File: src/rtl/count_pkg.sv
// Shared defaults and entry sizing for the count capture FIFO.
package count_pkg;

   localparam int DEPTH_DEF = 4;
   localparam int CW_DEF    = 8;
   localparam int ENTRY_W   = CW_DEF + 1;

   // Entry width: wrap flag on top of the captured count.
   function automatic int entry_w(input int cw);
      return cw + 1;
   endfunction

endpackage

File: src/rtl/count_wrap_det.sv
// Wrap detector: remembers last cycle's count and flags an all-ones -> zero step.
module count_wrap_det #(
   parameter int CW = 8
) (
   input  logic          clk,
   input  logic          reset,
   input  logic [CW-1:0] count_i,
   output logic          wrap_o
);

   logic [CW-1:0] prev_count_q;
   logic [CW-1:0] prev_count_d;

   assign prev_count_d = count_i;

   // Previous count resets to zero, so a zero count right after reset never looks like a wrap.
   always_ff @(posedge clk or posedge reset) begin
      if (reset) prev_count_q <= '0;
      else       prev_count_q <= prev_count_d;
   end

   assign wrap_o = (prev_count_q == {CW{1'b1}}) && (count_i == '0);

endmodule

File: src/rtl/count_capture_fifo.sv
// Captures the free-running count on trig into a small FIFO, tagging each entry
// with whether the counter wrapped since the previous accepted capture.
module count_capture_fifo
   import count_pkg::*;
#(
   parameter int DEPTH = DEPTH_DEF,
   parameter int CW    = CW_DEF
) (
   input  logic                   clk,
   input  logic                   reset,
   input  logic [CW-1:0]          count,
   input  logic                   trig,
   input  logic                   clear,
   input  logic                   rd_ready,
   output logic                   rd_valid,
   output logic [CW:0]            rd_data,
   output logic [$clog2(DEPTH):0] level,
   output logic                   overflow
);

   localparam int EW = entry_w(CW);
   localparam int AW = $clog2(DEPTH);
   localparam int LW = AW + 1;
   localparam logic [LW-1:0] FULL_LVL = LW'(DEPTH);

   logic          wrap_now;
   logic          pop;
   logic          push;
   logic          drop;

   logic [EW-1:0] mem_q [DEPTH];
   logic [AW-1:0] wr_ptr_q, wr_ptr_d;
   logic [AW-1:0] rd_ptr_q, rd_ptr_d;
   logic [LW-1:0] level_q,  level_d;
   logic          wpend_q,  wpend_d;
   logic          ovf_q,    ovf_d;

   count_wrap_det #(.CW(CW)) u_wrap_det (
      .clk     (clk),
      .reset   (reset),
      .count_i (count),
      .wrap_o  (wrap_now)
   );

   assign rd_valid = (level_q != '0);
   assign pop      = rd_valid && rd_ready;
   // A full FIFO still accepts a capture when the head leaves in the same cycle.
   assign push     = trig && ((level_q != FULL_LVL) || pop);
   assign drop     = trig && !push;

   // Next-state for pointers, occupancy and flags; clear beats push and pop.
   always_comb begin
      wr_ptr_d = wr_ptr_q;
      rd_ptr_d = rd_ptr_q;
      level_d  = level_q;
      wpend_d  = wpend_q;
      ovf_d    = ovf_q;
      if (clear) begin
         wr_ptr_d = '0;
         rd_ptr_d = '0;
         level_d  = '0;
         wpend_d  = 1'b0;
         ovf_d    = 1'b0;
      end else begin
         if (push) wr_ptr_d = wr_ptr_q + AW'(1);
         if (pop)  rd_ptr_d = rd_ptr_q + AW'(1);
         case ({push, pop})
            2'b10:   level_d = level_q + LW'(1);
            2'b01:   level_d = level_q - LW'(1);
            default: level_d = level_q;
         endcase
         // A dropped capture does not consume the pending wrap.
         if (push)          wpend_d = 1'b0;
         else if (wrap_now) wpend_d = 1'b1;
         if (drop)          ovf_d   = 1'b1;
      end
   end

   // Control state register.
   always_ff @(posedge clk or posedge reset) begin
      if (reset) begin
         wr_ptr_q <= '0;
         rd_ptr_q <= '0;
         level_q  <= '0;
         wpend_q  <= 1'b0;
         ovf_q    <= 1'b0;
      end else begin
         wr_ptr_q <= wr_ptr_d;
         rd_ptr_q <= rd_ptr_d;
         level_q  <= level_d;
         wpend_q  <= wpend_d;
         ovf_q    <= ovf_d;
      end
   end

   // Entry storage; contents are only observed through valid slots, so no reset.
   always_ff @(posedge clk) begin
      if (push && !clear) mem_q[wr_ptr_q] <= {wpend_q | wrap_now, count};
   end

   assign rd_data  = rd_valid ? mem_q[rd_ptr_q] : '0;
   assign level    = level_q;
   assign overflow = ovf_q;

endmodule

File: config.mk
export PLATFORM = sky130hd
export DESIGN_NAME = count_capture_fifo
export DESIGN_NICKNAME = d
export VERILOG_FILES = /design/src/rtl/count_pkg.sv /design/src/rtl/count_wrap_det.sv /design/src/rtl/count_capture_fifo.sv
export SDC_FILE = /design/constraint.sdc
export NUM_CORES = 1
export LEC_CHECK = 0
export ABC_AREA = 1
export CAP_MARGIN = 20
export CORE_MARGIN = 10
export CORE_UTILIZATION = 49
export DETAILED_ROUTE_END_ITERATION = 16
export HOLD_SLACK_MARGIN = 0.12
export PLACE_DENSITY = 0.73
export SLEW_MARGIN = 20
export SYNTH_ARGS = -nofsm -noshare
export SYNTH_HDL_FRONTEND = slang
export SYNTH_SLANG_ARGS = --single-unit
File: constraint.sdc
create_clock -name clk -period 1.6 [get_ports clk]
set_input_delay 0.16 -clock clk [delete_from_list [all_inputs] [get_ports clk]]
set_output_delay 0.16 -clock clk [all_outputs]
set_load 0.02 [all_outputs]
## Word-level counts from Yosys, hierarchy flattened

Memory sizes are Yosys's and may differ from the RTL's.
Cells that the tools add are included.

- Input port bits: 13
- Word-level logic and storage cells: 45
- Flip-flop bits (word level): 17
- RAM bits: 36
- Memories: 1

Memories:

| memory | depth | bits a word | read ports | clocked after Yosys merged registers in | wr ports | line | source |
|---|---|---|---|---|---|---|---|
| mem_q | 4 | 9 | 1 | 0 | 1 | count_capture_fifo.sv:31 | `logic [EW-1:0] mem_q [DEPTH];` |

- $add $sub $neg: 4
- Equal/unequal tests: 4
- Reductions and logical operators: 15
- Multiplexer cells: 14
- Bitwise logic cells: 1

Operators with widths:

| kind | number |
|---|---|
| $mux 9 | 1 |
| $reduce_bool 3->1 | 3 |
| $eq 8x8->1 const B | 1 |
| $logic_not 8->1 | 1 |
| $mux 2 | 4 |
| $mux 1 | 7 |
| $pmux 3 s2 | 1 |
| $reduce_bool 2->1 | 3 |
| $logic_and 1x1->1 | 5 |
| $add 2x1->2 const B | 2 |
| $add 3x1->3 const B | 1 |
| $mux 3 | 1 |
| $ne 3x3->1 const B | 1 |
| $sub 3x1->3 const B | 1 |
| $eq 2x1->1 const B | 1 |
| $eq 2x2->1 const B | 1 |
| $logic_not 1->1 | 2 |
| $logic_or 1x1->1 | 1 |
| $or 1x1->1 | 1 |

## Logic depth before layout (Yosys ltp)

- Depth after elaboration: 8
- Gate-level depth with buffers: 11
- Gate-level depth less buffers: 11

## By module

From an unflattened synthesis, not the netlist that was laid out.

- Cell total of the unflattened synthesis: 211
- Area total of the unflattened synthesis: 2317.2 sq um

By module, submodules not included:

| module | cells each | seq. area each (sq um) | instances | area an instance (sq um) |
|---|---|---|---|---|
| count_capture_fifo | 179 | 1306.3 | 1 | 2026.9 |
| count_wrap_det | 32 | 200.2 | 1 | 290.3 |

## Worst setup path after synthesis

No wires, ideal clock.

- Kind: reg-to-reg
- From: register level_q[0] (netlist: level[0])
- To: register level_q[2] (netlist: level[2])
- Path buffers: 0
- Required time: 1482 ps
- Setup slack: -310 ps
- Cell stages (with the launch flop): 12
- Arrival time: 1792 ps
- Path through: dfrtp_1 -> nor2_4 -> nand2_4 -> nand3_2 -> inv_1 -> fa_1 -> xnor2_1 -> inv_1 -> nand2_1 -> nand2_1 -> nand3_1 -> nand2_1

- Cells in the longest elaborated chain, start to end: 7
- Elaborated cells on any way between the ends: 12
- Those cells by class: add/sub (2); eq/ne (3); mux (2); reduce/logical (5)

RTL lines:

| item | line | source |
|---|---|---|
| start, declared | count_capture_fifo.sv:34 | `logic [LW-1:0] level_q, level_d;` |
| start signal, assigned | count_capture_fifo.sv:90 | `level_q <= level_d;` |
| $reduce_bool 3->1 * | count_capture_fifo.sv:45 | `assign rd_valid = (level_q != '0);` |
| net rd_valid | count_capture_fifo.sv:15 | `output logic rd_valid,` |
| $logic_and 1x1->1 * | count_capture_fifo.sv:46 | `assign pop = rd_valid && rd_ready;` |
| $logic_or 1x1->1 | count_capture_fifo.sv:48 | `assign push = trig && ((level_q != FULL_LVL) \|\| pop);` |
| $logic_and 1x1->1 | count_capture_fifo.sv:48 |  |
| $eq 2x1->1 or $eq 2x2->1 (tied branches) | count_capture_fifo.sv:67 | `case ({push, pop})` |
| $pmux 3 s2 | count_capture_fifo.sv:67 |  |
| $mux 3 | count_capture_fifo.sv:58 | `if (clear) begin` |

Mark *: on every way through the listed nets, which the timed path passes. The rest lies on a longest branch.
A chain may end at the register's enable or synchronous reset.

## Worst setup path in the final report

- From: register rd_ptr_q[0]
- To: output port rd_data[0]

- Cells in the longest elaborated chain, start to end: 2

RTL lines:

| item | line | source |
|---|---|---|
| start, declared | count_capture_fifo.sv:33 | `logic [AW-1:0] rd_ptr_q, rd_ptr_d;` |
| start signal, assigned | count_capture_fifo.sv:89 | `rd_ptr_q <= rd_ptr_d;` |
| $mem_v2 4x9 | n/a |  |
| $mux 9 | count_capture_fifo.sv:101 | `assign rd_data = rd_valid ? mem_q[rd_ptr_q] : '0;` |
| end, declared | count_capture_fifo.sv:16 | `output logic [CW:0] rd_data,` |

Every way passes these cells.

==> impl_metrics.csv <==
group,metric,value,unit
pwr,p_per_area,1460,nW/um^2
routing,vias_per_cell,5.09,
routing,wirelength,5040,um
sta,rsz0062_at_grt,"true",
setup_path,reg2reg_depth,11,
sta,setup_viol,5,
placed_design,dp_hpwl,3650,um
setup_path,startpoint_type,"flop",
sta,hold_viol,0,
placed_design,io_buffers,26,
hold_path,min_path_type,"input pin to asynchronous set/reset pin",
global_route,grt_use_total,13.3,%
logic_synthesis,synth-compound-area-share,8.36,%
routing,num_vias,1603,
setup_path,crit_fanout,6,
placed_design,place_ws,-0.224,ns
sta,fin_hold_ws,0.134,ns
placed_design,place_inst,303,
final_layout,layout-drive-gt1-share,35.4,%
logic_synthesis,yosys_warnings,0,
clock_network,cts_sinks,53,
global_route,grtUsageMet2,23.3,%
status,violations,"setup timing",
logic_synthesis,ys_seq_area_share,67.6,%
global_route,gr-usage-met3,3.56,%
setup_path,critPathKind,"flop to output port",
final_layout,fin_area,3010,sq um
sta,tightest_slew,0.385,ns
clock_network,root_buffer,"clkbuf_8",
sta,timing.fmax,606,MHz
status,outcome,"finished with violations",
logic_synthesis,synth_seq_cells,53,
setup_path,crit_arrival,1.49,ns
global_route,antenna_found_initial,0,
clock_network,hold_buffers,0,
final_layout,antenna_cells,0,
global_route,grt.overflow.total,0,
routing,drtIter0Drc,75,
floorplan,num_rows,24,
floorplan,start_util,50.9,%
sta,slew_headroom,74.3,%
sta,period_share,103,%
setup_path,worstPathRequired,1.44,ns
clock_network,cts_tree,"yes",
routing,drtPass1Iterations,4,
placed_design,place_congestion,0.882,
logic_synthesis,synthXorXnorAreaFrac,0.393,%
final_layout,final_cells,315,
floorplan,die_w,87.5,um
logic_synthesis,netlist_area,2230,sq um
sta,period_minus_slack,1.65,ns
floorplan,io_pins,27,
pwr,power.leakage,1.23,nW
logic_synthesis,synthSimpleGateAreaFrac,15.8,%
logic_synthesis,synthAdderAreaFrac,3.14,%
global_route,grt_pass1_wl,7900,um
setup_path,cp_slowest_cell,"dfrtp_2",
logic_synthesis,ys_types,22,
clock_network,cts_buffers,5,
global_route,grt_use_met1,15.4,%
clock_network,cts_htree_levels,2,
global_route,busiest_layer,"met2",
pwr,ir_drop,0.00102,V
logic_synthesis,syn_nets,215,
setup_path,rr_endpoint,"level[2]",
global_route,first_global_vias,1644,
setup_path,slowest_delay,0.47,ns
floorplan,die_y,87.5,um
logic_synthesis,avgSynthCellArea,11.3,sq um
clock_network,clkTransAtPathRegs,0.09,ns
sta,skew,0.00439,ns
clock_network,clock_latency,0.29,ns
routing,antenna_left,0,
sta,setup_slack,-0.0505,ns
clock_network,cts_buffer_depth,2,
setup_path,rrSetupSlack,-0.03,ns
final_layout,final_nets,280,
global_route,grt_start_max_net_pins,16,
placed_design,postPlaceCellArea,2800,sq um
pwr,power,4.41,mW
floorplan,fp.coreArea,4380,sq um
setup_path,cp-end-kind,"output port",
floorplan,die-area,7650,sq um
logic_synthesis,muxShareOfSynthArea,0,%
setup_path,worstPathCellList,"buf_8, nor2_1, nor2_1, o21ai_1, a21oi_2, buf_4",
logic_synthesis,syn_inst,197,
routing,drc,0,
setup_path,crit_top_cell,"nor2_1",
final_layout,fillers,317,
final_layout,areaGrowthSynthToFinish,35.1,%
routing,wl_per_cell,16.0,um
logic_synthesis,synth_top_family_by_area,"simple AND/OR/NAND/NOR gates",
setup_path,worstReg2RegStart,"level[1]",
job,drv_cap,0,
sta,finalMaxSlewViolations,0,
-- where the power goes --
group          total, mW  switching [mW]  internal (mW)
registers           1.67          0.0839           1.58
logic               1.89            1.05          0.833
clock network      0.855           0.393          0.462
-- sequential cells by signal (all words and copies together), names as in the netlist --
| name | flops |
|---|---|
| wr_ptr_q | 2 |
| u_wrap_det.prev_count_q | 8 |
| rd_ptr_q | 2 |
| level | 3 |
| wpend_q | 1 |
| overflow | 1 |
| mem_q | 36 |
-- through the flow --
step / utilization (%) / TNS [ns]
floorplan: - / -0.165
global placement: 63.9 / -5.47
detailed placement: 63.9 / -6.56
CTS: 65.9 / -0.0821
global route: 68.7 / -0.756
finish: 68.7 / -0.115
-- cells in the final DEF, fill, tap and decap left out, drive strengths merged --
cell	count
nor2	49
buf	47
edfxtp	36
o21ai	22
inv	18
dfrtp	17
nand2	15
clkdlybuf4s50	14
a21oi	13
nand3	10
clkbuf	6
nand4	4
ha	4
dlygate4sd2	3
o21a	1
xnor2	1
fa	1
bufinv	1
clkinv	1
-- worst max-delay path by stage --
stage                 from           to  slack [ns]
2_1_floorplan     level[1]     level[2]       -0.16
3_3_place_gp      rd_ready  mem_q[3][0]       -0.15
3_5_place_dp   rd_ptr_q[0]   rd_data[0]       -0.22
4_1_cts           level[0]     level[2]       -0.06
5_1_grt           level[1]     level[2]       -0.16
6_report       rd_ptr_q[0]   rd_data[0]       -0.05
-- worst max-delay path, delay by kind of cell (launching register included) --
kind | cells | cell delay, ns
flops | 1 | 0.47
buf+inv | 2 | 0.33
compound gates | 2 | 0.22
simple gates | 2 | 0.17
-- layout make-up --
cell class	count	area [sq um]	area share (%)
Multi-Input combinational cell	120	718	23.8
Tap cell	52	65.1	2.16
Inverter	18	67.6	2.24
Clock buffer	6	72.6	2.41
Clock inverter	2	33.8	1.12
Sequential cell	53	1510	50.1
Timing Repair Buffer	64	546	18.1
-- metal layers --
metal	up-vias	part of all wire [%]	wire [um]
li1	793	-	-
met1	784	43	2170
met2	22	52	2620
met3	4	3.8	192
met4	0	1.1	57
met5	-	0	0
-- Yosys cell counts --
cell | count | area, sq um
o21ai_0 | 13 | 65.1
nand3_2 | 4 | 40.0
dfrtp_1 | 17 | 425
buf_2 | 3 | 15.0
nand2_2 | 1 | 6.26
nand2_4 | 1 | 11.3
a21oi_2 | 1 | 8.76
buf_4 | 3 | 22.5
nand2_1 | 13 | 48.8
inv_1 | 15 | 56.3
a21oi_1 | 12 | 60.1
o21ai_1 | 9 | 45.0
nor2_1 | 48 | 180
edfxtp_1 | 36 | 1080
o21a_1 | 1 | 7.51
inv_2 | 3 | 11.3
nand3_1 | 6 | 30.0
xnor2_1 | 1 | 8.76
fa_1 | 1 | 20.0
nand4_1 | 4 | 25.0
nor2_4 | 1 | 11.3
ha_1 | 4 | 50.1
-- repair_timing --
item	4_1_cts	5_1_grt
setup endpoints to repair	13	17
resized for setup	47	46
cloned	0	1
pin swaps	5	20
buffers inserted	2	1
-- logic make-up (layout without fill, tap and decap cells) --
kind of cell	after synthesis	count (layout)
adder cells (fa/ha/maj)	5	5
flip-flops	53	53
XOR/XNOR	1	1
AND/OR/NAND/NOR	78	78
buffers and inverters	24	90
AO/OA/AOI/OAI	36	36
Note: power is estimated with default switching activity, not from simulation.
